$ cat src/rtl/mem_stage_hs.sv
// Memory-access pipeline stage (EX -> WB) with valid/ready handshake, load extraction and ID forwarding.
// Optional misaligned-load detection enabled by defining MEM_MISALIGN_CHK_EN (adds out_misalign).
module mem_stage_hs #(
    parameter int PC_W   = 32,
    parameter int DATA_W = 32,
    parameter int RF_AW  = 5,
    parameter int LANE_W = $clog2(DATA_W/8)
) (
    input  logic              clk,
    input  logic              rst,
    input  logic              flush,
    input  logic              in_valid,
    output logic              in_ready,
    input  logic [PC_W-1:0]   in_pc,
    input  logic              in_mem_ren,
    input  logic [2:0]        in_ld_op,
    input  logic [LANE_W-1:0] in_addr_lo,
    input  logic              in_rf_we,
    input  logic [RF_AW-1:0]  in_rf_waddr,
    input  logic [DATA_W-1:0] in_ex_result,
    input  logic              dsram_rvalid,
    input  logic [DATA_W-1:0] dsram_rdata,
    output logic              out_valid,
    input  logic              out_ready,
    output logic [PC_W-1:0]   out_pc,
    output logic              out_rf_we,
    output logic [RF_AW-1:0]  out_rf_waddr,
    output logic [DATA_W-1:0] out_rf_wdata,
    output logic              fwd_we,
    output logic [RF_AW-1:0]  fwd_waddr,
    output logic [DATA_W-1:0] fwd_wdata,
    output logic              fwd_load_pending
`ifdef MEM_MISALIGN_CHK_EN
    ,
    output logic              out_misalign
`endif
);

    localparam logic [1:0] ST_EMPTY = 2'd0;
    localparam logic [1:0] ST_WAIT  = 2'd1;
    localparam logic [1:0] ST_HOLD  = 2'd2;

    localparam logic [LANE_W-1:0] HW_MASK = ~LANE_W'(1);
    localparam logic [LANE_W-1:0] W_MASK  = ~LANE_W'(3);

    logic [1:0]        state;
    logic              drop_pending;
    logic [PC_W-1:0]   pc_q;
    logic              rf_we_q;
    logic [RF_AW-1:0]  waddr_q;
    logic [DATA_W-1:0] wdata_q;
    logic [2:0]        ld_op_q;
    logic [LANE_W-1:0] addr_lo_q;

    logic              accept;
    logic              misalign_in;
    logic [LANE_W+2:0] sh_b;
    logic [LANE_W+2:0] sh_h;
    logic [LANE_W+2:0] sh_w;
    logic [7:0]        rd_b;
    logic [15:0]       rd_h;
    logic [31:0]       rd_w;
    logic [DATA_W-1:0] ld_data;

    assign in_ready = !drop_pending &&
                      ((state == ST_EMPTY) || ((state == ST_HOLD) && out_ready));
    assign accept   = in_valid && in_ready && !flush;

    // Lane offsets: halfword/word lanes are the byte address with low bits cleared.
    assign sh_b = {addr_lo_q, 3'b000};
    assign sh_h = {addr_lo_q & HW_MASK, 3'b000};
    assign sh_w = {addr_lo_q & W_MASK, 3'b000};
    assign rd_b = 8'(dsram_rdata >> sh_b);
    assign rd_h = 16'(dsram_rdata >> sh_h);
    assign rd_w = 32'(dsram_rdata >> sh_w);

    always_comb begin
        ld_data = dsram_rdata;
        case (ld_op_q)
            3'd1: begin ld_data = {DATA_W{rd_b[7]}};  ld_data[7:0]  = rd_b; end
            3'd2: begin ld_data = '0;                 ld_data[7:0]  = rd_b; end
            3'd3: begin ld_data = {DATA_W{rd_h[15]}}; ld_data[15:0] = rd_h; end
            3'd4: begin ld_data = '0;                 ld_data[15:0] = rd_h; end
            3'd5: begin ld_data = {DATA_W{rd_w[31]}}; ld_data[31:0] = rd_w; end
            3'd6: begin ld_data = '0;                 ld_data[31:0] = rd_w; end
            default: ld_data = dsram_rdata;
        endcase
    end

`ifdef MEM_MISALIGN_CHK_EN
    logic misalign_q;

    always_comb begin
        misalign_in = 1'b0;
        if (in_mem_ren) begin
            case (in_ld_op)
                3'd1, 3'd2: misalign_in = 1'b0;
                3'd3, 3'd4: misalign_in = in_addr_lo[0];
                3'd5, 3'd6: misalign_in = |in_addr_lo[1:0];
                default:    misalign_in = |in_addr_lo;
            endcase
        end
    end

    always_ff @(posedge clk or posedge rst) begin
        if (rst)
            misalign_q <= 1'b0;
        else if (accept)
            misalign_q <= misalign_in;
    end

    assign out_misalign = (state == ST_HOLD) && misalign_q;
`else
    assign misalign_in = 1'b0;
`endif

    always_ff @(posedge clk or posedge rst) begin
        if (rst) begin
            state        <= ST_EMPTY;
            drop_pending <= 1'b0;
            pc_q         <= '0;
            rf_we_q      <= 1'b0;
            waddr_q      <= '0;
            wdata_q      <= '0;
            ld_op_q      <= '0;
            addr_lo_q    <= '0;
        end else if (flush) begin
            state <= ST_EMPTY;
            // A response still owed to a flushed load must not land on a later one.
            if (drop_pending && dsram_rvalid)
                drop_pending <= 1'b0;
            else if ((state == ST_WAIT) && !dsram_rvalid)
                drop_pending <= 1'b1;
        end else begin
            if (drop_pending && dsram_rvalid)
                drop_pending <= 1'b0;
            if (accept) begin
                state     <= (in_mem_ren && !misalign_in) ? ST_WAIT : ST_HOLD;
                pc_q      <= in_pc;
                rf_we_q   <= in_rf_we && !misalign_in;
                waddr_q   <= in_rf_waddr;
                wdata_q   <= misalign_in ? '0 : in_ex_result;
                ld_op_q   <= in_ld_op;
                addr_lo_q <= in_addr_lo;
            end else if ((state == ST_HOLD) && out_ready) begin
                state <= ST_EMPTY;
            end else if ((state == ST_WAIT) && dsram_rvalid) begin
                state   <= ST_HOLD;
                wdata_q <= ld_data;
            end
        end
    end

    assign out_valid        = (state == ST_HOLD);
    assign out_pc           = pc_q;
    assign out_rf_we        = rf_we_q;
    assign out_rf_waddr     = waddr_q;
    assign out_rf_wdata     = (state == ST_HOLD) ? wdata_q : '0;
    assign fwd_we           = rf_we_q && ((state == ST_HOLD) || (state == ST_WAIT));
    assign fwd_waddr        = waddr_q;
    assign fwd_wdata        = out_rf_wdata;
    assign fwd_load_pending = (state == ST_WAIT);

endmodule
$ cat config.mk
export PLATFORM = sky130hd
export DESIGN_NAME = mem_stage_hs
export DESIGN_NICKNAME = d
export VERILOG_FILES = /design/src/rtl/mem_stage_hs.sv
export SDC_FILE = /design/constraint.sdc
export NUM_CORES = 1
export LEC_CHECK = 0
export ABC_AREA = 1
export ABC_CLOCK_PERIOD_IN_PS = 3450
export BUFFER_PORTS_ARGS = -buffer_cell sky130_fd_sc_hd__buf_2
export CAP_MARGIN = 20
export CORE_MARGIN = 5
export CORE_UTILIZATION = 50
export DETAILED_ROUTE_END_ITERATION = 6
export PLACE_DENSITY = 0.84
export SYNTH_ARGS = -nofsm -noshare
export SYNTH_HDL_FRONTEND = slang
export SYNTH_SLANG_ARGS = --single-unit
$ cat constraint.sdc
create_clock -name clk -period 3.45 [get_ports clk]
set_clock_uncertainty 0.05 [all_clocks]
set_input_delay 0.1725 -clock clk [delete_from_list [all_inputs] [get_ports clk]]
set_output_delay 0.1725 -clock clk [all_outputs]
set_load 0.005 [all_outputs]
# Yosys cells after proc, flatten, opt, wreduce, memory -nomap -nowiden
# Cells that the tools add are included.
[word_totals] in_bits=114 out_inout_bits=111 reg_bits=78 elab_cells=53
[op_classes] shift=2 muxes=14 n_eq_ne=7 bitwise_logic=1 n_reduce_logical=21
[op_table] cell="$mux W32" count=4
[op_table] cell="$pmux W32 S4" count=1
[op_table] cell="$shr A32 B5 Y16" count=1
[op_table] cell="$shr A32 B5 Y8" count=1
[op_table] cell="$mux W2" count=5
[op_table] cell="$logic_and A1 B1 Y1" count=8
[op_table] cell="$eq A3 B2 Y1 const B" count=2
[op_table] cell="$reduce_bool A2 Y1" count=3
[op_table] cell="$mux W1" count=4
[op_table] cell="$reduce_and A2 Y1" count=2
[op_table] cell="$reduce_bool A4 Y1" count=1
[op_table] cell="$eq A3 B1 Y1 const B" count=1
[op_table] cell="$eq A3 B3 Y1 const B" count=1
[op_table] cell="$logic_not A1 Y1" count=3
[op_table] cell="$reduce_and A3 Y1" count=1
[op_table] cell="$eq A2 B1 Y1 const B" count=1
[op_table] cell="$eq A2 B2 Y1 const B" count=1
[op_table] cell="$logic_not A2 Y1" count=1
[op_table] cell="$logic_or A1 B1 Y1" count=2
[op_table] cell="$ne A2 B2 Y1 const B" count=1
[op_table] cell="$not A1 Y1" count=1

# Longest topological paths before layout
# Gate-level depths: netlist (run 1).
[logic_depth] word_depth=8 mapped_depth=12 mapped_depth_nobuf=10

# Worst setup path after synthesis (run 1)
# OpenSTA, ideal clock, no wires.
[synth_path] kind="register to register" from="register state[0]" to="register wdata_q[26]" setup_ps=120 arrival_time_ps=1467 setup_slack_ps=1812 required_ps=3280 stages_incl_launch_ff=13 n_path_buf=2 period_less_slack_ps=1638 path_cell_list="dfrtp_1 > inv_1 > ha_1 > buf_4 > nand2_4 > nand2_4 > nand4_4 > nand2_1 > inv_2 > buf_2 > nor2_1 > o21ai_1 > nand2_1"
[synth_between] elab_chain_cells=8 word_cells_on_any_way=13 classes_between="3 x eq/ne; 1 x mux; 9 x reduce/logical"
[synth_rtl] element="start: declaration" line_no="46" text="logic [1:0] state;"
[synth_rtl] element="start signal: assignment" line_no="138" text="state <= (in_mem_ren && !misalign_in) ? ST_WAIT : ST_HOLD;"
[synth_rtl] element="$eq A2 B2 Y1 *"
[synth_rtl] element="net out_valid" line_no="23" text="output logic out_valid,"
[synth_rtl] element="$logic_and A1 B1 Y1 *" line_no="66, 145"
[synth_rtl] element="$logic_or A1 B1 Y1" line_no="66" text="((state == ST_EMPTY) || ((state == ST_HOLD) && out_ready));"
[synth_rtl] element="$logic_and A1 B1 Y1" line_no="65" text="assign in_ready = !drop_pending &&"
[synth_rtl] element="$logic_and A1 B1 Y1 (2 in series)" line_no="67" text="assign accept = in_valid && in_ready && !flush;"
[synth_rtl] element="$ne A2 B2 Y1 (no source line) / $reduce_bool A2 Y1 (equally long branches)"
[synth_rtl] element="$reduce_and A3 Y1 (no source line)"
[synth_rtl] element="end signal: assignment" line_no="142" text="wdata_q <= misalign_in ? '0 : in_ex_result;"
[synth_rtl] element="end signal: assignment" line_no="149" text="wdata_q <= ld_data;"
[synth_rtl] element="end: declaration" line_no="51" text="logic [DATA_W-1:0] wdata_q;"
# Mark *: on every way through the listed nets, which the timed path passes. The rest lies on a longest branch.
# A chain may end at the register's enable or synchronous reset.

# Final worst setup path (run 1)
[layout_path] from="register state[0]" to="register waddr_q[0] (netlist: fwd_waddr[0])"
[layout_between] elab_chain_cells=7 word_cells_on_any_way=8 classes_between="1 x eq/ne; 7 x reduce/logical"
[layout_rtl] element="$eq A2 B2 Y1" line_no="66"
[layout_rtl] element="$logic_and A1 B1 Y1" line_no="66"
[layout_rtl] element="$logic_or A1 B1 Y1 *" line_no="66"
[layout_rtl] element="$logic_and A1 B1 Y1 *" line_no="65"
[layout_rtl] element="$logic_and A1 B1 Y1 * (2 in series)" line_no="67"
[layout_rtl] element="$reduce_and A2 Y1 (no source line) *"
[layout_rtl] element="end signal: assignment" line_no="141" text="waddr_q <= in_rf_waddr;"
[layout_rtl] element="end: declaration" line_no="50" text="logic [RF_AW-1:0] waddr_q;"
# Mark *: on every way between the ends. The rest lies on a longest branch, timed or not.

==> impl_metrics.csv, run 1 <==
group,metric,value,unit
status,status,"complete, no violations",
layout,final_core_util,67.86,%
timing,grt_setup_unrepaired,"false",
synth,synth.cell_area,0.004836,mm^2
timing,worst_slew_margin,48.37,%
drt,drt_first_iter_violations,339,
drt,wl,15190,um
floorplan,design.portCount,225,
worst_setup_path,critical_path_class,"reg -> reg",
place,preCtsSetupSlack,0.9506,ns
power,seqPwrFrac,34.9,%
timing,min_period_over_period,74.10,%
synth,synthFlopType,"dfrtp_1",
min_path,hold_path.class,"in -> reg",
worst_setup_path,timing.critical_path.from_type,"register",
synth,synth_commonest_cells,"nand2_1 (342), dfrtp_1 (78), nor2_1 (74)",
place,dpl.hpwl,10740,um
power,fraction_of_power_consumed_by_the_clock_network,15.7,%
power,ir_worst_vdd,0.0003906,V
worst_setup_path,critPathCaptureType,"register",
timing,total_negative_slack_for_setup_checks,0,ns
min_path,timing.hold.worst_path_depth,3,
clock_tree,post_cts_resized,0,
timing,hold_viol,0,
synth,syn_area_per_cell,6.745,um^2
place,place_congestion,0.8944,
synth,synth_enable_flop_cells,0,
drt,via_count,5142,
synth,post_synthesis_register_bit_count,78,
clock_tree,cts.root.buffer_cell,"clkbuf_8",
power,power.share.switching,44.29,%
layout,area_growth,30.89,%
synth,netlist-cell-type-count,26,
power,total_switching_power,0.002026,W
global_routing,via_count_of_the_first_global_routing_pass,4961,
worst_setup_path,timing.critical_path.arrival,2.80,ns
timing,maxClockFrequency,391.2,MHz
global_routing,antenna_violations_before_repair,1,
worst_setup_path,worst_r2r_endpoint,"fwd_waddr[0]",
floorplan,die_height,108.3,um
clock_tree,clock-sinks,78,
floorplan,die_x,108.3,um
global_routing,globalRouteTotalUtil,25.53,%
synth,post_synth_inst_count,717,
drt,wl_per_cell,14.26,um
layout,n_antenna_cell,0,
synth,seq_area_frac_synth,40.36,%
power,report.power.total,0.004576,W
drt,post_route_ant_nets,0,
worst_setup_path,required,3.70,ns
layout,drive_above_1_share,28.74,%
global_routing,maximum_number_of_pins_on_one_net_before_global_route_repair,75,
power,power.share.combinational,49.3,%
timing,finalSetupViolations,0,
synth,postSynthNetCount,834,
synth,synthTopCellsByArea,"dfrtp_1 (40%), nand2_1 (27%), buf_4 (6.4%), nor2_1 (5.7%), inv_1 (4.8%)",
clock_tree,cts_max_path_buffers,2,
global_routing,first_pass_grt_wire_length,23740,um
drt,drt-pass1-iter-count,5,
worst_setup_path,worstReg2RegStart,"state[0]",
floorplan,initial_core_util,51.84,%
worst_setup_path,cp_max_fo,37,
min_path,startpoint_of_the_tightest_hold_check_path,"in_mem_ren",
global_routing,globalRoute.totalOverflow,0,
power,total_leakage_power,4.057,nW
worst_setup_path,minimum_setup_slack_among_reg_to_reg_paths,0.89,ns
min_path,holdPathEnd,"state[0]",
layout,layout.nets,1048,
floorplan,rows,35,
clock_tree,h_tree_levels,3,
drt,drcViolationCount,0,
run,max_cap_viol_count,0,
power,power.internal,0.002549,W
synth,synth_top_area_share,40.36,%
drt,drt-vias-per-instance,4.828,
clock_tree,clk-insertion-delay-late,0.35,ns
synth,post_synth_arst_share,100.0,%
clock_tree,cts.clk_slew.worst_paths,0.09,ns
clock_tree,clock_tree_from_tritoncts,"built",
timing,worst-slew-pin-transition,0.7726,ns
clock_tree,postCtsSetupRepairBufs,0,
worst_setup_path,worst-r2r-cell-count,9,
clock_tree,cts_inserted_buffers,9,
floorplan,floorplan.die_area,0.01174,mm^2
timing,setup_slack,0.8935,ns
power,power_per_cell_area,722.9,mW/mm^2
synth,yosysMostFrequentCell,"nand2_1",
synth,synth_area_leader,"dfrtp_1",
place,port_buffers,224,
timing,finalWorstPathRequiredPeriod,2.557,ns
floorplan,core_area,0.009328,mm^2
timing,drv_slew,0,
synth,synth-warning-count,0,
place,placedCellCount,1004,
layout,finalNonFillerCells,1065,
-- power groups by stage --
stage	clock network, W	registers [W]	logic [W]
5_1_grt	0.000771	0.00165	0.00255
3_5_place_dp	0	0.00159	0.00221
4_1_cts	0.000731	0.00158	0.00225
2_1_floorplan	0	0.00155	0.00167
6_report	0.000720	0.00160	0.00226
3_3_place_gp	0	0.00159	0.00215
-- worst max-delay path, stage by stage (launching register included) --
cell and delay, ns:
dfrtp_1 0.38, inv_1 0.10, ha_1 0.48, nand2_4 0.09, nand2_4 0.09, nand3_1 0.12, nor2_4 0.62, buf_4 0.37
nand2_1 0.09, nand2_1 0.09
-- final cells by class --
class	instances	area, um^2
tap	129	161.4
timing repair buffer	275	1642
multi-input combinational	500	2118
clock buffer	9	123.9
sequential	78	1952
fill	823	2998
clock inverter	7	80.08
inverter	67	252.7
-- logic make-up (layout without fill, tap and decap cells) --
group / after synthesis / in the layout / synth area share (%)
flops: 78 / 78 / 40.36
fa+ha+maj: 3 / 3 / 0.7763
compound gates: 38 / 38 / 4.243
simple gates: 459 / 459 / 38.63
buf+inv: 139 / 358 / 15.99
-- state kept, by name, indices dropped and copies added (netlist names) --
name / count
fwd_waddr: 5
addr_lo_q: 2
ld_op_q: 3
out_pc: 32
wdata_q: 32
drop_pending: 1
out_rf_we: 1
state: 2
-- cells in the final DEF, fill, tap and decap left out, types with 4 or more instances in the layout --
cell type and n:
nand2_2 4, dlygate4sd3_1 45, inv_2 5, buf_4 4, clkbuf_8 9, o21ai_0 15, o21ai_1 15, nand4_1 12
inv_1 61, nand3_1 16, buf_2 224, nand2_1 342, dfrtp_1 78, nor2_1 73
-- per-layer routing --
| layer | vias to the layer above | share of wire, % | track usage (%) |
|---|---|---|---|
| met1 | 2330 | 39 | 31.48 |
| met5 | - | 0.053 | 0 |
| li1 | 2542 | - | - |
| met2 | 230 | 51 | 44.18 |
| met4 | 2 | 2.6 | 9.558 |
| met3 | 38 | 7.5 | 5.134 |
-- stage by stage --
| step | hold WS [ns] | cell area, um^2 |
|---|---|---|
| 3_5_place_dp | 0.1286 | 5675 |
| 2_1_floorplan | 0.1856 | 4836 |
| 6_report | 0.03853 | 6330 |
| 3_3_place_gp | 0.1249 | 5675 |
| 4_1_cts | 0.02234 | 6330 |
| 5_1_grt | 0.06415 | 6330 |
-- worst max path at each step --
stage	cells past startpoint	end	slack (ns)	start
after CTS	9	out_pc[7]	0.94	state[0]
after floorplan	1	addr_lo_q[0]	1.23	rst
after global placement	9	out_pc[8]	1.06	state[0]
after detailed placement	9	out_pc[7]	0.95	state[0]
final	9	fwd_waddr[0]	0.89	state[0]
after global routing	9	fwd_waddr[0]	0.72	state[0]
-- what timing repair did --
item,CTS,global route
hold endpoints to repair,65,0
hold buffers,45,0
endpoints found under the setup margin,0,0
No activity file was read; power rests on OpenSTA's default activity.
==> run 2, diff against run 1 <==
--- a/config.mk
+++ b/config.mk
@@ -6,13 +6,13 @@
 export NUM_CORES = 1
 export LEC_CHECK = 0
 export ABC_AREA = 1
-export ABC_CLOCK_PERIOD_IN_PS = 3450
+export ABC_CLOCK_PERIOD_IN_PS = 2150
 export BUFFER_PORTS_ARGS = -buffer_cell sky130_fd_sc_hd__buf_2
 export CAP_MARGIN = 20
 export CORE_MARGIN = 5
-export CORE_UTILIZATION = 50
+export CORE_UTILIZATION = 43
 export DETAILED_ROUTE_END_ITERATION = 6
-export PLACE_DENSITY = 0.84
+export PLACE_DENSITY = 0.77
 export SYNTH_ARGS = -nofsm -noshare
 export SYNTH_HDL_FRONTEND = slang
 export SYNTH_SLANG_ARGS = --single-unit
==> constraint.sdc (replaced) <==
create_clock -name clk -period 2.15 [get_ports clk]
set_clock_uncertainty 0.05 [all_clocks]
set_input_delay 0.1075 -clock clk [delete_from_list [all_inputs] [get_ports clk]]
set_output_delay 0.1075 -clock clk [all_outputs]
set_load 0.005 [all_outputs]
==> run 2 against run 1 <==
Compared with the run above:
- utilization is 8.4 points lower
- combinational power is 64% higher
- global-route usage is 3.1 points lower
- total power is 67% higher
- clock power is 99% higher
- sequential cell count stayed put
- sequential power is 57% higher
- non-clock buffer count is 5 higher
- largest power group unchanged
- highest routed layer unchanged
==> impl_metrics.csv, run 2 (synthesis gave the netlist of run 1 again) <==
group,metric,value,unit
drt,drcViolationCount,0,
drt,drt-pass1-iter-count,5,
place,dpl.hpwl,10540,um
floorplan,core_area,0.01094,mm^2
place,port_buffers,224,
worst_setup_path,critPathBufInv,4,
min_path,timing.hold.worst_path_depth,3,
clock_tree,cts_inserted_buffers,9,
clock_tree,post_cts_resized,0,
layout,mostFrequentLayoutCell,"nand2_1",
timing,grt_setup_unrepaired,"false",
clock_tree,clock-sinks,78,
timing,hold_ws,0.02371,ns
worst_setup_path,worst-r2r-cell-count,11,
timing,hold_viol,0,
global_routing,first_pass_grt_wire_length,24050,um
worst_setup_path,crit_path_leading_delay_family,"buffers and inverters",
place,placedCellCount,1019,
timing,drv_slew,0,
layout,drive_above_1_share,29.01,%
drt,drt-vias-per-instance,4.692,
power,ir_worst_vdd,0.0006071,V
clock_tree,clk-insertion-delay-late,0.33,ns
clock_tree,cts_max_path_buffers,2,
min_path,startpoint_of_the_tightest_hold_check_path,"flush",
clock_tree,h_tree_levels,3,
power,power_per_cell_area,1176,mW/mm^2
layout,finalNonFillerCells,1083,
worst_setup_path,critPathCaptureType,"register",
layout,area_growth,34.51,%
worst_setup_path,cp_max_fo,38,
worst_setup_path,crit_start,"state[0]",
timing,finalSetupViolations,0,
layout,final_core_util,59.49,%
floorplan,rows,38,
clock_tree,cts.clk_slew.worst_paths,0.06,ns
drt,wl,14800,um
global_routing,globalRouteTotalUtil,22.42,%
floorplan,initial_core_util,44.22,%
global_routing,globalRoute.totalOverflow,0,
clock_tree,holdBufCountCts,46,
min_path,hold_path.class,"in -> reg",
power,total_leakage_power,4.121,nW
status,status,"complete, no violations",
timing,min_period_over_period,89.11,%
worst_setup_path,worst_r2r_endpoint,"wdata_q[17]",
power,report.power.total,0.007647,W
worst_setup_path,timing.critical_path.slowest_cell_delay,0.38,ns
timing,worst-slew-pin-transition,0.7308,ns
worst_setup_path,timing.critical_path.arrival,2.09,ns
global_routing,maximum_number_of_pins_on_one_net_before_global_route_repair,83,
run,max_cap_viol_count,0,
worst_setup_path,worstPathCellList,"inv_1 > ha_1 > buf_4 > a21oi_2 > nand3_1 > nand2_1 > inv_2 > buf_12 > nor2_1 > o21ai_1 > nand2_1",
drt,via_count,5081,
clock_tree,postCtsSetupRepairBufs,0,
floorplan,die_x,116.1,um
drt,drt_first_iter_violations,371,
layout,layout.nets,1053,
worst_setup_path,timing.critical_path.from_type,"register",
layout,n_fill_cell,1066,
place,place_congestion,0.8751,
floorplan,floorplan.die_area,0.01347,mm^2
timing,finalWorstPathRequiredPeriod,1.916,ns
timing,total_negative_slack_for_setup_checks,0,ns
floorplan,design.portCount,225,
worst_setup_path,required,2.32,ns
global_routing,via_count_of_the_first_global_routing_pass,5061,
worst_setup_path,critical_path_class,"reg -> reg",
global_routing,antenna_violations_before_repair,2,
timing,worst_slew_margin,51.17,%
worst_setup_path,critPathSlowestCell,"dfrtp_1",
floorplan,die_height,116.1,um
worst_setup_path,minimum_setup_slack_among_reg_to_reg_paths,0.23,ns
drt,wl_per_cell,13.67,um
drt,post_route_ant_nets,0,
clock_tree,clock_tree_from_tritoncts,"built",
clock_tree,cts.root.buffer_cell,"clkbuf_16",
worst_setup_path,worstReg2RegStart,"state[0]",
worst_setup_path,crit_top_cell,"nand2_1",
min_path,holdPathEnd,"drop_pending",
timing,maxClockFrequency,521.9,MHz
layout,most-common-layout-cells,"nand2_1 (342), buf_2 (224), dfrtp_1 (78)",
## run 2: cell types whose count changed in the layout (fill, tap and decap cells not counted), sizes merged
cell         delta
buf             +4
clkinvlp        +2
diode           +2
bufinv          -1
clkinv          -1
dlygate4sd3     +1
## run 2: per-layer routing
metal	global-route usage, %	routed length (um)	vias up
li1	-	-	2558
met1	27.89	5813	2286
met2	38.40	7452	203
met3	4.439	1139	32
met4	8.739	384	2
met5	0	13	-
## run 2: report_power, final
| group | internal (W) | leakage, nW | switching (W) |
|---|---|---|---|
| logic | 0.00148 | 3.01 | 0.00221 |
| registers | 0.00212 | 0.976 | 0.000404 |
| clock network | 0.000794 | 0.133 | 0.000638 |
## run 2: final cells by class
type | instances | area, um^2 | share of cell area [%]
Multi-Input combinational cell | 500 | 2118 | 32.56
Sequential cell | 78 | 1952 | 30.01
Timing Repair Buffer | 280 | 1719 | 26.43
Inverter | 67 | 255.2 | 3.924
Clock buffer | 9 | 225.2 | 3.462
Tap cell | 140 | 175.2 | 2.693
Clock inverter | 7 | 55.05 | 0.8463
Antenna cell | 2 | 5.005 | 0.07694
## run 2: worst max-delay path by stage
| stage | end | slack [ns] | cells past startpoint |
|---|---|---|---|
| after global routing | wdata_q[13] | 0.05 | 8 |
| after global placement | wdata_q[16] | 0.26 | 11 |
| after detailed placement | wdata_q[17] | 0.23 | 11 |
| after floorplan | wdata_q[26] | 0.51 | 12 |
| after CTS | wdata_q[17] | 0.22 | 11 |
| final | wdata_q[17] | 0.23 | 11 |
## run 2: metrics by stage
stage / area (um^2) / setup WS (ns)
2_1_floorplan: 4840 / 0.5124
5_1_grt: 6502 / 0.04847
3_5_place_dp: 5759 / 0.2293
3_3_place_gp: 5759 / 0.2623
6_report: 6505 / 0.2341
4_1_cts: 6500 / 0.2229
## run 2: worst min-delay path: cells and delay by family
| kind | cells | cell delay [ns] |
|---|---|---|
| and+or+nand+nor | 1 | 0.07 |
| buffers and inverters | 1 | 0.14 |
| AOI/OAI and AO/OA | 1 | 0.05 |
